<file path="config.mk">
export PLATFORM = sky130hd
export DESIGN_NAME = dmem_arbiter
export DESIGN_NICKNAME = d
export VERILOG_FILES = /design/src/rtl/dmem_arbiter.sv
export SDC_FILE = /design/constraint.sdc
export NUM_CORES = 1
export LEC_CHECK = 0
export ABC_AREA = 1
export CORE_AREA = 2 2 117 119
export CTS_BUF_LIST = sky130_fd_sc_hd__clkbuf_4
export DETAILED_ROUTE_END_ITERATION = 8
export DIE_AREA = 0 0 119 121
export DONT_BUFFER_PORTS = 1
export SYNTH_ARGS = -nofsm -noshare
export SYNTH_HDL_FRONTEND = slang
export SYNTH_SLANG_ARGS = --single-unit
</file>
<file path="constraint.sdc">
create_clock -name clk -period 1.9 [get_ports clk]
set_input_delay 0.19 -clock clk [delete_from_list [all_inputs] [get_ports clk]]
set_output_delay 0.19 -clock clk [all_outputs]
set_load 0.02 [all_outputs]
</file>
<file path="src/rtl/dmem_arbiter.sv">
// Two-port round-robin arbiter in front of a single-port DataMemory; port 0 (CPU) is
// favoured for up to MAX_HOLD grants in a row. Define DMEM_ARB_STATS_EN for grant/conflict counters.
module dmem_arbiter #(
  parameter int DATA_W   = 32,
  parameter int ADDR_W   = 32,
  parameter int MAX_HOLD = 4
) (
  input  logic              clk,
  input  logic              rst,
  input  logic              req0,
  input  logic              req1,
  input  logic              we0,
  input  logic              we1,
  input  logic [ADDR_W-1:0] addr0,
  input  logic [ADDR_W-1:0] addr1,
  input  logic [DATA_W-1:0] wdata0,
  input  logic [DATA_W-1:0] wdata1,
  output logic              gnt0,
  output logic              gnt1,
  output logic              rvalid0,
  output logic              rvalid1,
  output logic [DATA_W-1:0] rdata0,
  output logic [DATA_W-1:0] rdata1,
  output logic              cpu_stall,
  output logic              mem_MemRead,
  output logic              mem_MemWrite,
  output logic [ADDR_W-1:0] mem_Address,
  output logic [DATA_W-1:0] mem_WriteData,
  input  logic [DATA_W-1:0] mem_ReadData
`ifdef DMEM_ARB_STATS_EN
  ,
  output logic [31:0]       stat_gnt0,
  output logic [31:0]       stat_gnt1,
  output logic [31:0]       stat_conflict
`endif
);

  localparam logic       PORT0     = 1'b0;
  localparam logic       PORT1     = 1'b1;
  localparam logic [3:0] HOLD_MAX  = 4'(MAX_HOLD);
  localparam logic [3:0] HOLD_SAT  = 4'hF;

  logic              last_q, last_d;
  logic [3:0]        hold_q, hold_d;
  logic              rvalid0_q, rvalid0_d;
  logic              rvalid1_q, rvalid1_d;
  logic [DATA_W-1:0] rdata0_q, rdata0_d;
  logic [DATA_W-1:0] rdata1_q, rdata1_d;
  logic              gnt_any;
  logic              we_sel;

  // Port 0 wins a conflict unless it already held the memory for MAX_HOLD grants.
  always_comb begin
    // NOTE: every always_comb output gets a default first so no path infers a latch.
    gnt0 = 1'b0;
    gnt1 = 1'b0;
    if (req0 && req1) begin
      gnt0 = (last_q == PORT1) || (hold_q < HOLD_MAX);
      gnt1 = ~gnt0;
    end else begin
      gnt0 = req0;
      gnt1 = req1;
    end
  end

  assign gnt_any   = gnt0 | gnt1;
  assign we_sel    = gnt1 ? we1 : we0;
  assign cpu_stall = req0 & ~gnt0;

  always_comb begin
    mem_MemRead   = 1'b0;
    mem_MemWrite  = 1'b0;
    mem_Address   = '0;
    mem_WriteData = '0;
    if (gnt_any && !rst) begin
      mem_MemRead   = ~we_sel;
      mem_MemWrite  = we_sel;
      mem_Address   = gnt1 ? addr1 : addr0;
      mem_WriteData = gnt1 ? wdata1 : wdata0;
    end
  end

  always_comb begin
    last_d = last_q;
    hold_d = '0;
    if (gnt_any) begin
      last_d = gnt1 ? PORT1 : PORT0;
      if (last_d == last_q) hold_d = (hold_q == HOLD_SAT) ? HOLD_SAT : hold_q + 4'd1;
      else                  hold_d = 4'd1;
    end
    rvalid0_d = gnt0 & ~we0;
    rvalid1_d = gnt1 & ~we1;
    rdata0_d  = rvalid0_d ? mem_ReadData : rdata0_q;
    rdata1_d  = rvalid1_d ? mem_ReadData : rdata1_q;
  end

  // A read granted while rst is high is dropped by the reset branch below.
  always_ff @(posedge clk) begin
    // NOTE: state registers use non-blocking assignments so all of them update together.
    if (rst) begin
      last_q    <= PORT1;
      hold_q    <= '0;
      rvalid0_q <= 1'b0;
      rvalid1_q <= 1'b0;
      rdata0_q  <= '0;
      rdata1_q  <= '0;
    end else begin
      last_q    <= last_d;
      hold_q    <= hold_d;
      rvalid0_q <= rvalid0_d;
      rvalid1_q <= rvalid1_d;
      rdata0_q  <= rdata0_d;
      rdata1_q  <= rdata1_d;
    end
  end

  assign rvalid0 = rvalid0_q;
  assign rvalid1 = rvalid1_q;
  assign rdata0  = rdata0_q;
  assign rdata1  = rdata1_q;

`ifdef DMEM_ARB_STATS_EN
  logic [31:0] stat_gnt0_q, stat_gnt1_q, stat_conflict_q;

  always_ff @(posedge clk) begin
    if (rst) begin
      stat_gnt0_q     <= '0;
      stat_gnt1_q     <= '0;
      stat_conflict_q <= '0;
    end else begin
      if (gnt0)         stat_gnt0_q     <= stat_gnt0_q + 32'd1;
      if (gnt1)         stat_gnt1_q     <= stat_gnt1_q + 32'd1;
      if (req0 && req1) stat_conflict_q <= stat_conflict_q + 32'd1;
    end
  end

  assign stat_gnt0     = stat_gnt0_q;
  assign stat_gnt1     = stat_gnt1_q;
  assign stat_conflict = stat_conflict_q;
`endif

endmodule

</file>
==> metrics.md, run 1 <==
| Metric | Value |
|---|---|
| Status | `finished, violations left` |
| Failing checks | `negative setup slack` |
| Sequential-to-total area share from yosys stat | `about a third` |
| Worst Setup End Kind | `output port` |
| Initial DRC Count | `around 190` |
| Final WS setup | `-96.3 ps` |
| Minimum clock period | `roughly 2000 ps` |
| Crit path max-delay cell type | `dfxtp_2` |
| FF-to-FF setup slack | `about 90 ps` |
| Final ANT Viol Nets | `0` |
| Relative slew margins | `64.1%` |
| Post-route design area | `5980 µm²` |
| CTS Buf Count | `9` |
| Worst-margin pin slew | `~540 ps` |
| Register area | `roughly 1400 µm²` |
| Hold slack | `42.1 ps` |
| Footprint of the multi-input gates | `between 2000 and 2500 µm²` |
| Crit Path Max Fanout | `7` |
| Post-Syn Instances | `approximately 650` |
| Hold path startpoint | `mem_ReadData[14]` |
| CTS clk-pin slew, worst paths | `between 100 and 150 ps` |
| Setup-failing EPs final | `58` |
| Non-filler instance count after layout | `between 900 and 1000` |
| DP Cell Count | `859` |
| Initial DRT Pass Iterations | `4` |
| Routing usage on met1 | `between 20% and 30%` |
| Fin. Hold Viols | `0` |
| # rows | `between 40 and 50` |
| WHS Endpoint | `rdata1[14]` |
| CP Data Required Time | `around 1700 ps` |
| Post-DP HPWL | `roughly 11000 µm` |
| Root Buffer | `clkbuf_4` |
| CP Launch Type | `flip-flop` |
| Hold Crit Class | `input port to flip-flop` |
| Net Count, Synth | `818` |
| Post-Syn Area per Cell | `around 6.2 µm²` |
| Total wire length | `around 16000 µm` |
| Kind of critical path | `flip-flop to output port` |
| WP data arrival | `roughly 1800 ps` |
| FF-to-FF End | `rvalid0` |
| Mapped Area | `just over 4000 µm²` |
| Routability congestion estimate | `roughly 1.1` |
| FF+latch count, synth | `71` |
| First-pass GRT wire length | `roughly 23000 µm` |
| Max Cap Viol | `0` |
| # IOs | `roughly 300` |
| Leak pwr | `2.76 nW` |
| CTS tree | `done` |
| Num Clock Sinks | `71` |
| Pwr dens | `~640 nW/µm²` |
| Die W | `about 120 µm` |
| Later-pin clock latency in the skew report | `420 ps` |
| Overflow after GRT | `0` |
| Worst Hold Depth | `3` |
| Pin count of the biggest net entering global routing | `41` |
| DIE HEIGHT | `121 µm` |
| Vias | `4532` |
| Via density | `slightly below 5` |
| GRT met3 Usage | `around 8.8%` |
| Initial Util | `between 30% and 40%` |
| Yosys warnings | `0` |
| Max incr delay on CP | `roughly 340 ps` |
| Worst r2r src | `hold_q[3]` |
| IO buf count | `0` |
| Routed wire length per instance | `~17 µm` |
| Vias in the first global route | `between 4000 and 5000` |
| FMAX | `approximately 500 MHz` |
| Most used routing layer | `met2` |
| Met2 Use GR | `between 30 and 40%` |
| Area grow syn2layout | `47.6%` |
| Final period util | `105%` |
| Bufs on Longest Clock Path | `2` |
| Worst vdd ir | `approximately 370 µV` |
| CP cell instances | `inv_2 > nand2_4 > nand2_4 > nand2_8 > clkinv_8 > buf_12 > buf_12 > nor2_2 > nor2_1 > buf_4` |
| Skew final | `between 15 and 20 ps` |
| GRT Util Overall | `roughly a fifth` |
| CTS H-tree depth | `3` |
| Bufs and invs on worst path | `5` |
| Area after DPL | `between 4000 and 5000 µm²` |
| Critical path's top delay family | `buffers and inverters` |
| Final TNS setup | `-2720 ps` |
| RSZ-0062 raised after global routing | `true` |
| Share of cells above drive strength 1 | `between 20% and 30%` |
| Filler instances | `1303` |
| Post-synth cell types | `22` |
| Core Region | `between 10000 and 15000 µm²` |
| Die area | `around 14000 µm²` |
| # DRC | `0` |
| Fin nets | `921` |
| Initial antenna violation count | `0` |
| R2R depth | `9` |
| Pins Over Slew Limit | `0` |
-- cell families (layout without fill, tap and decap cells) --
group	count (synthesis)	after routing	synth area share, %
AO/OA/AOI/OAI	101	101	12.6
other	0	5	0
buffers and inverters	94	202	12.6
flip-flops	71	71	35.1
AND/OR/NAND/NOR	384	384	39.5
adder cells (fa/ha/maj)	1	1	0.309
-- what timing repair did --
action / 4_1_cts / 5_1_grt
endpoints found under the hold margin: 67 / 0
hold buffers: 36 / 0
resized for setup: 54 / 109
setup buffers: 10 / 4
endpoints found under the setup margin: 66 / 67
cloned: 6 / 6
pin swaps: 13 / 14
-- tightest hold or removal path: stages --
cell and delay (ps):
nand3b_1 80, nand2_1 50, nor2_1 90
-- power breakdown --
part           switching (mW)  internal [mW]  total (mW)
logic                   0.582          0.475        1.06
registers               0.168           1.58        1.74
clock network           0.587          0.425        1.01
-- cell usage after synthesis --
| library cell | n | area share (%) |
|---|---|---|
| inv_2 | 4 | 0.37 |
| o21ai_0 | 46 | 5.7 |
| nor2_1 | 232 | 21 |
| buf_12 | 1 | 0.49 |
| a21oi_1 | 34 | 4.2 |
| nand3_1 | 5 | 0.62 |
| nand2_1 | 108 | 10 |
| buf_4 | 4 | 0.74 |
| nor2_2 | 2 | 0.31 |
| nand3_2 | 1 | 0.25 |
| dfxtp_1 | 71 | 35 |
| buf_6 | 15 | 4.2 |
| buf_1 | 9 | 0.83 |
| o21ai_1 | 20 | 2.5 |
| nand2_4 | 2 | 0.56 |
| clkbuf_1 | 8 | 0.74 |
| nand3b_1 | 32 | 5.9 |
| nand2_2 | 2 | 0.31 |
| buf_2 | 11 | 1.4 |
| inv_1 | 42 | 3.9 |
| a21oi_2 | 1 | 0.22 |
| ha_1 | 1 | 0.31 |
-- through the flow --
stage / worst slack (ps) / power, mW / util [%]
final: -96.3 / 3.81 / 45.7
after detailed placement: 236 / 2.56 / 35.3
after CTS: -61.4 / 3.75 / 42.2
after global placement: 261 / 2.56 / 35.3
after floorplan: 428 / 2.32 / -
after global routing: -189 / 3.99 / 45.6
-- layer usage --
metal  wire length [µm]  share of wire (%)
met2               7580                 46
met5                  0                  0
met4                405                2.5
met3               1720                 11
met1               6610                 40
-- worst max-delay path by stage --
| stage | slack (ps) | endpoint | cells after the start | from |
|---|---|---|---|---|
| after detailed placement | 240 | mem_WriteData[26] | 8 | hold_q[2] |
| after floorplan | 430 | mem_Address[24] | 7 | hold_q[2] |
| after CTS | -60 | mem_Address[5] | 9 | hold_q[3] |
| after global placement | 260 | mem_WriteData[26] | 8 | hold_q[2] |
| after global routing | -190 | mem_WriteData[31] | 10 | hold_q[3] |
| final | -100 | mem_WriteData[4] | 10 | hold_q[3] |
-- flip-flops by register name, summed over array words and instances, names as in the netlist --
register	count
rdata0	32
rdata1	32
hold_q	4
last_q	1
rvalid0	1
rvalid1	1
-- cell type report --
class,count,area share (%)
diodes,5,0.209
clock buffers,10,1.26
clock inverters,6,1.17
inverters,46,3.14
multi-input cells,486,41.2
flip-flops and latches,71,23.9
well taps,176,3.68
repair buffers,140,25.5
-- cell usage in the layout (no fill, tap or decap), drive strengths merged, types with 5 or more instances in the layout --
cell and n:
diode 5, nand2 112, dfxtp 71, buf 97, inv 46, clkbuf 15
nand3b 32, nor2 234, o21ai 66, a21oi 35, dlygate4sd3 36, nand3 6
Note: power is estimated with default switching activity, not from simulation.
==> run 2: changes to the inputs <==
--- a/config.mk
+++ b/config.mk
@@ -6,10 +6,10 @@
 export NUM_CORES = 1
 export LEC_CHECK = 0
 export ABC_AREA = 1
-export CORE_AREA = 2 2 117 119
+export CORE_ASPECT_RATIO = 1.5
+export CORE_UTILIZATION = 28
 export CTS_BUF_LIST = sky130_fd_sc_hd__clkbuf_4
 export DETAILED_ROUTE_END_ITERATION = 8
-export DIE_AREA = 0 0 119 121
 export DONT_BUFFER_PORTS = 1
 export SYNTH_ARGS = -nofsm -noshare
 export SYNTH_HDL_FRONTEND = slang
==> run 2 against run 1 <==
  * Worst setup slack gained 4.4 ps
  * Combinational power shrank 7%
  * Wire length shrank 4.6%
  * Final area shrank 6.6%
  * Cell count grew 0.32%
  * Sequential cell count is the same
  * Die area grew 4.0%
  * Sequential share of layout area grew 1.7 points
  * The flow still finishes with violations (negative setup slack)
==> metrics.md, run 2 (synthesis gave the netlist of run 1 again) <==
| Metric | Value |
|---|---|
| Top sig layer | `met4 (unchanged)` |
| Num Clock Sinks | `71 (unchanged)` |
| DIE HEIGHT | `149 µm (was 121 µm)` |
| Crit path max-delay cell type | `dfxtp_4 (was dfxtp_2)` |
| Overflow after GRT | `0 (unchanged)` |
| Max incr delay on CP | `370 ps (was 340 ps)` |
| Share of cells above drive strength 1 | `22.2% (was 27.7%)` |
| Die area | `15000 µm² (was 14400 µm²)` |
| Routed wire length per instance | `16.5 µm (was 17.4 µm)` |
| FF-to-FF setup slack | `490 ps (was 90 ps)` |
| Filler instances | `1464 (was 1303)` |
| RSZ-0062 raised after global routing | `true (unchanged)` |
| Status | `finished, violations left (unchanged)` |
| Hold Crit Class | `input port to flip-flop (unchanged)` |
| Max Cap Viol | `0 (unchanged)` |
| Area grow syn2layout | `37.8% (was 47.6%)` |
| CP Data Required Time | `1710 ps (about the same)` |
| Crit path to | `mem_WriteData[12] (was mem_WriteData[4])` |
| Fin nets | `911 (was 921)` |
| Root Buffer | `clkbuf_4 (unchanged)` |
| Leak pwr | `2.64 nW (was 2.76 nW)` |
| Worst r2r src | `hold_q[2] (was hold_q[3])` |
| Met2 WL post-DR | `7770 µm (was 7580 µm)` |
| Final period util | `105% (about the same)` |
| Routability congestion estimate | `0.865 (was 1.13)` |
| P_int | `2.38 mW (was 2.48 mW)` |
| Pin count of the biggest net entering global routing | `62 (was 41)` |
| Final WS setup | `-92.0 ps (was -96.3 ps)` |
| First-pass GRT wire length | `22000 µm (was 23000 µm)` |
| Die W | `100 µm (was 119 µm)` |
| Worst-margin pin slew | `497 ps (was 537 ps)` |
| Via density | `4.69 (was 4.82)` |
| Final ANT Viol Nets | `0 (unchanged)` |
| Kind of critical path | `flip-flop to output port (unchanged)` |
| CP dominant cell by count | `nand2_4` |
| Later-pin clock latency in the skew report | `410 ps (was 420 ps)` |
| DP Cell Count | `878 (was 859)` |
| CP cell instances | `inv_4 > nand2_4 > nand2_4 > nand2_8 > buf_12 > o21ai_0 > nor2_1 > buf_4 (was inv_2 > nand2_4 > nand2_4 > nand2_8 > clkinv_8 > buf_12 > buf_12 > nor2_2 > nor2_1 > buf_4)` |
| # DRC | `0 (unchanged)` |
| Minimum clock period | `1990 ps (was 2000 ps)` |
| CTS clk-pin slew, worst paths | `120 ps (about the same)` |
| CTS H-tree depth | `3 (unchanged)` |
| Crit Path Max Fanout | `8 (was 7)` |
| Leading cell type in the layout, fill and taps excluded | `nor2_1 (unchanged)` |
| Pwr dens | `657 nW/µm² (was 638 nW/µm²)` |
| Crit path from | `hold_q[2] (was hold_q[3])` |
| CP Launch Type | `flip-flop (unchanged)` |
| FMAX | `502 MHz (was 501 MHz)` |
| Initial Util | `28.8% (was 31.0%)` |
| Initial DRT Pass Iterations | `4 (unchanged)` |
| Total wire length | `15600 µm (was 16300 µm)` |
| Initial antenna violation count | `2 (was 0)` |
| P_sw | `1.29 mW (was 1.34 mW)` |
| Comb power frac | `26.9% (was 27.7%)` |
| Fin. Hold Viols | `0 (unchanged)` |
| Finished Core Util | `39.7% (was 45.7%)` |
| Sw Share | `35.0% (was 35.1%)` |
| # IOs | `301 (unchanged)` |
| Register area | `1430 µm² (about the same)` |
| Clock power frac | `25.6% (was 26.5%)` |
| Non-filler instance count after layout | `943 (was 940)` |
| Core Region | `14100 µm² (was 13100 µm²)` |
| Post-Route M1 WL | `5890 µm (was 6610 µm)` |
| Setup-failing EPs final | `17 (was 58)` |
| Bufs on Longest Clock Path | `2 (unchanged)` |
| Post-DP HPWL | `11200 µm (was 11000 µm)` |
| GRT Util Overall | `19.5% (was 20.6%)` |
| Most frequent cells in the layout | `218 x nor2_1, 108 x nand2_1, 71 x buf_4 (was 188 x nor2_1, 106 x nand2_1, 73 x buf_4)` |
| Met3 WL | `1530 µm (was 1720 µm)` |
| Initial DRC Count | `180 (was 187)` |
| Part of the power in registers | `47.5% (was 45.7%)` |
| Footprint of the multi-input gates | `2290 µm² (was 2460 µm²)` |
| # rows | `53 (was 42)` |
| Worst vdd ir | `479 µV (was 370 µV)` |
| Worst Setup End Kind | `output port (unchanged)` |
| IO buf count | `0 (unchanged)` |
| Relative slew margins | `66.8% (was 64.1%)` |
| FF-to-FF End | `rdata1[29] (was rvalid0)` |
| R2R depth | `9 (unchanged)` |
| Pins Over Slew Limit | `0 (unchanged)` |
| CTS Buf Count | `9 (unchanged)` |
| Vias in the first global route | `3996 (was 4122)` |
| Skew final | `12.3 ps (was 18.6 ps)` |
| Failing checks | `negative setup slack (unchanged)` |
| WP data arrival | `1800 ps (was 1810 ps)` |
| Vias | `4422 (was 4532)` |
| CTS tree | `done (unchanged)` |
[run 2: changes by cell type in the layout (fill, tap and decap cells not counted), moves of 3 or more]
cell,previous run,this run
o21ai_0,10,5
nor2_1,188,218
o21ai_1,28,37
dlygate4sd3_1,36,33
nor2_2,27,11
clkbuf_16,5,1
o21ai_2,27,24
diode_2,5,2
nor2_4,19,5
[run 2: area by class of cell]
| class | instances | share of cell area, % |
|---|---|---|
| diodes | 2 | 0.0896 |
| clock buffers | 9 | 1.21 |
| clock inverters | 7 | 1.14 |
| inverters | 46 | 3.18 |
| multi-input cells | 486 | 41.0 |
| flip-flops and latches | 71 | 25.6 |
| well taps | 192 | 4.30 |
| repair buffers | 130 | 23.5 |
[run 2: worst min-delay path by stage]
stage                           startpoint  depth (start not counted)  slack (ps)    endpoint
final                     mem_ReadData[21]                          3          30  rdata1[21]
after global routing      mem_ReadData[21]                          3          10  rdata1[21]
after CTS                 mem_ReadData[21]                          3           5  rdata1[21]
after detailed placement               rst                          1         270     rvalid0
after global placement                 rst                          1         260     rvalid0
after floorplan                        rst                          1         260     rvalid1
[run 2: per-layer routing]
metal / vias up / global-route usage [%]
li1: 2207 / -
met1: 1975 / 21.0
met2: 222 / 34.6
met3: 18 / 6.75
met4: 0 / 7.68
met5: - / 0
[run 2: power groups by stage]
| stage | Combinational [mW] | Sequential, mW | Clock [mW] |
|---|---|---|---|
| after floorplan | 0.567 | 1.75 | 0 |
| after global placement | 0.799 | 1.78 | 0 |
| after detailed placement | 0.811 | 1.78 | 0 |
| after CTS | 0.964 | 1.74 | 0.975 |
| after global routing | 1.08 | 1.75 | 1.03 |
| final | 0.987 | 1.74 | 0.940 |
[run 2: timing repair]
item,CTS,global route
setup endpoints to repair,65,66
endpoints found under the hold margin,66,0
buffers inserted,7,5
pin swaps,12,12
hold buffers,33,0
resized for setup,96,18
cloned,2,1
[run 2: worst max-delay path, delay by kind of cell (launching register included)]
kind	cells	cell delay [ps]
buffers and inverters	3	380
flip-flops	1	370
AO/OA/AOI/OAI	1	340
AND/OR/NAND/NOR	4	300
[run 2: per-stage QoR]
stage | area (µm²) | worst slack (ps) | TNS [ps] | total power [mW] | hold WS (ps)
CTS | 5480 | -103 | -1740 | 3.68 | 4.63
global placement | 4680 | 215 | 0 | 2.58 | 264
finish | 5590 | -92.0 | -547 | 3.67 | 27.1
detailed placement | 4680 | 197 | 0 | 2.59 | 269
floorplan | 4050 | 428 | 0 | 2.32 | 262
global route | 5580 | -159 | -5810 | 3.86 | 9.88
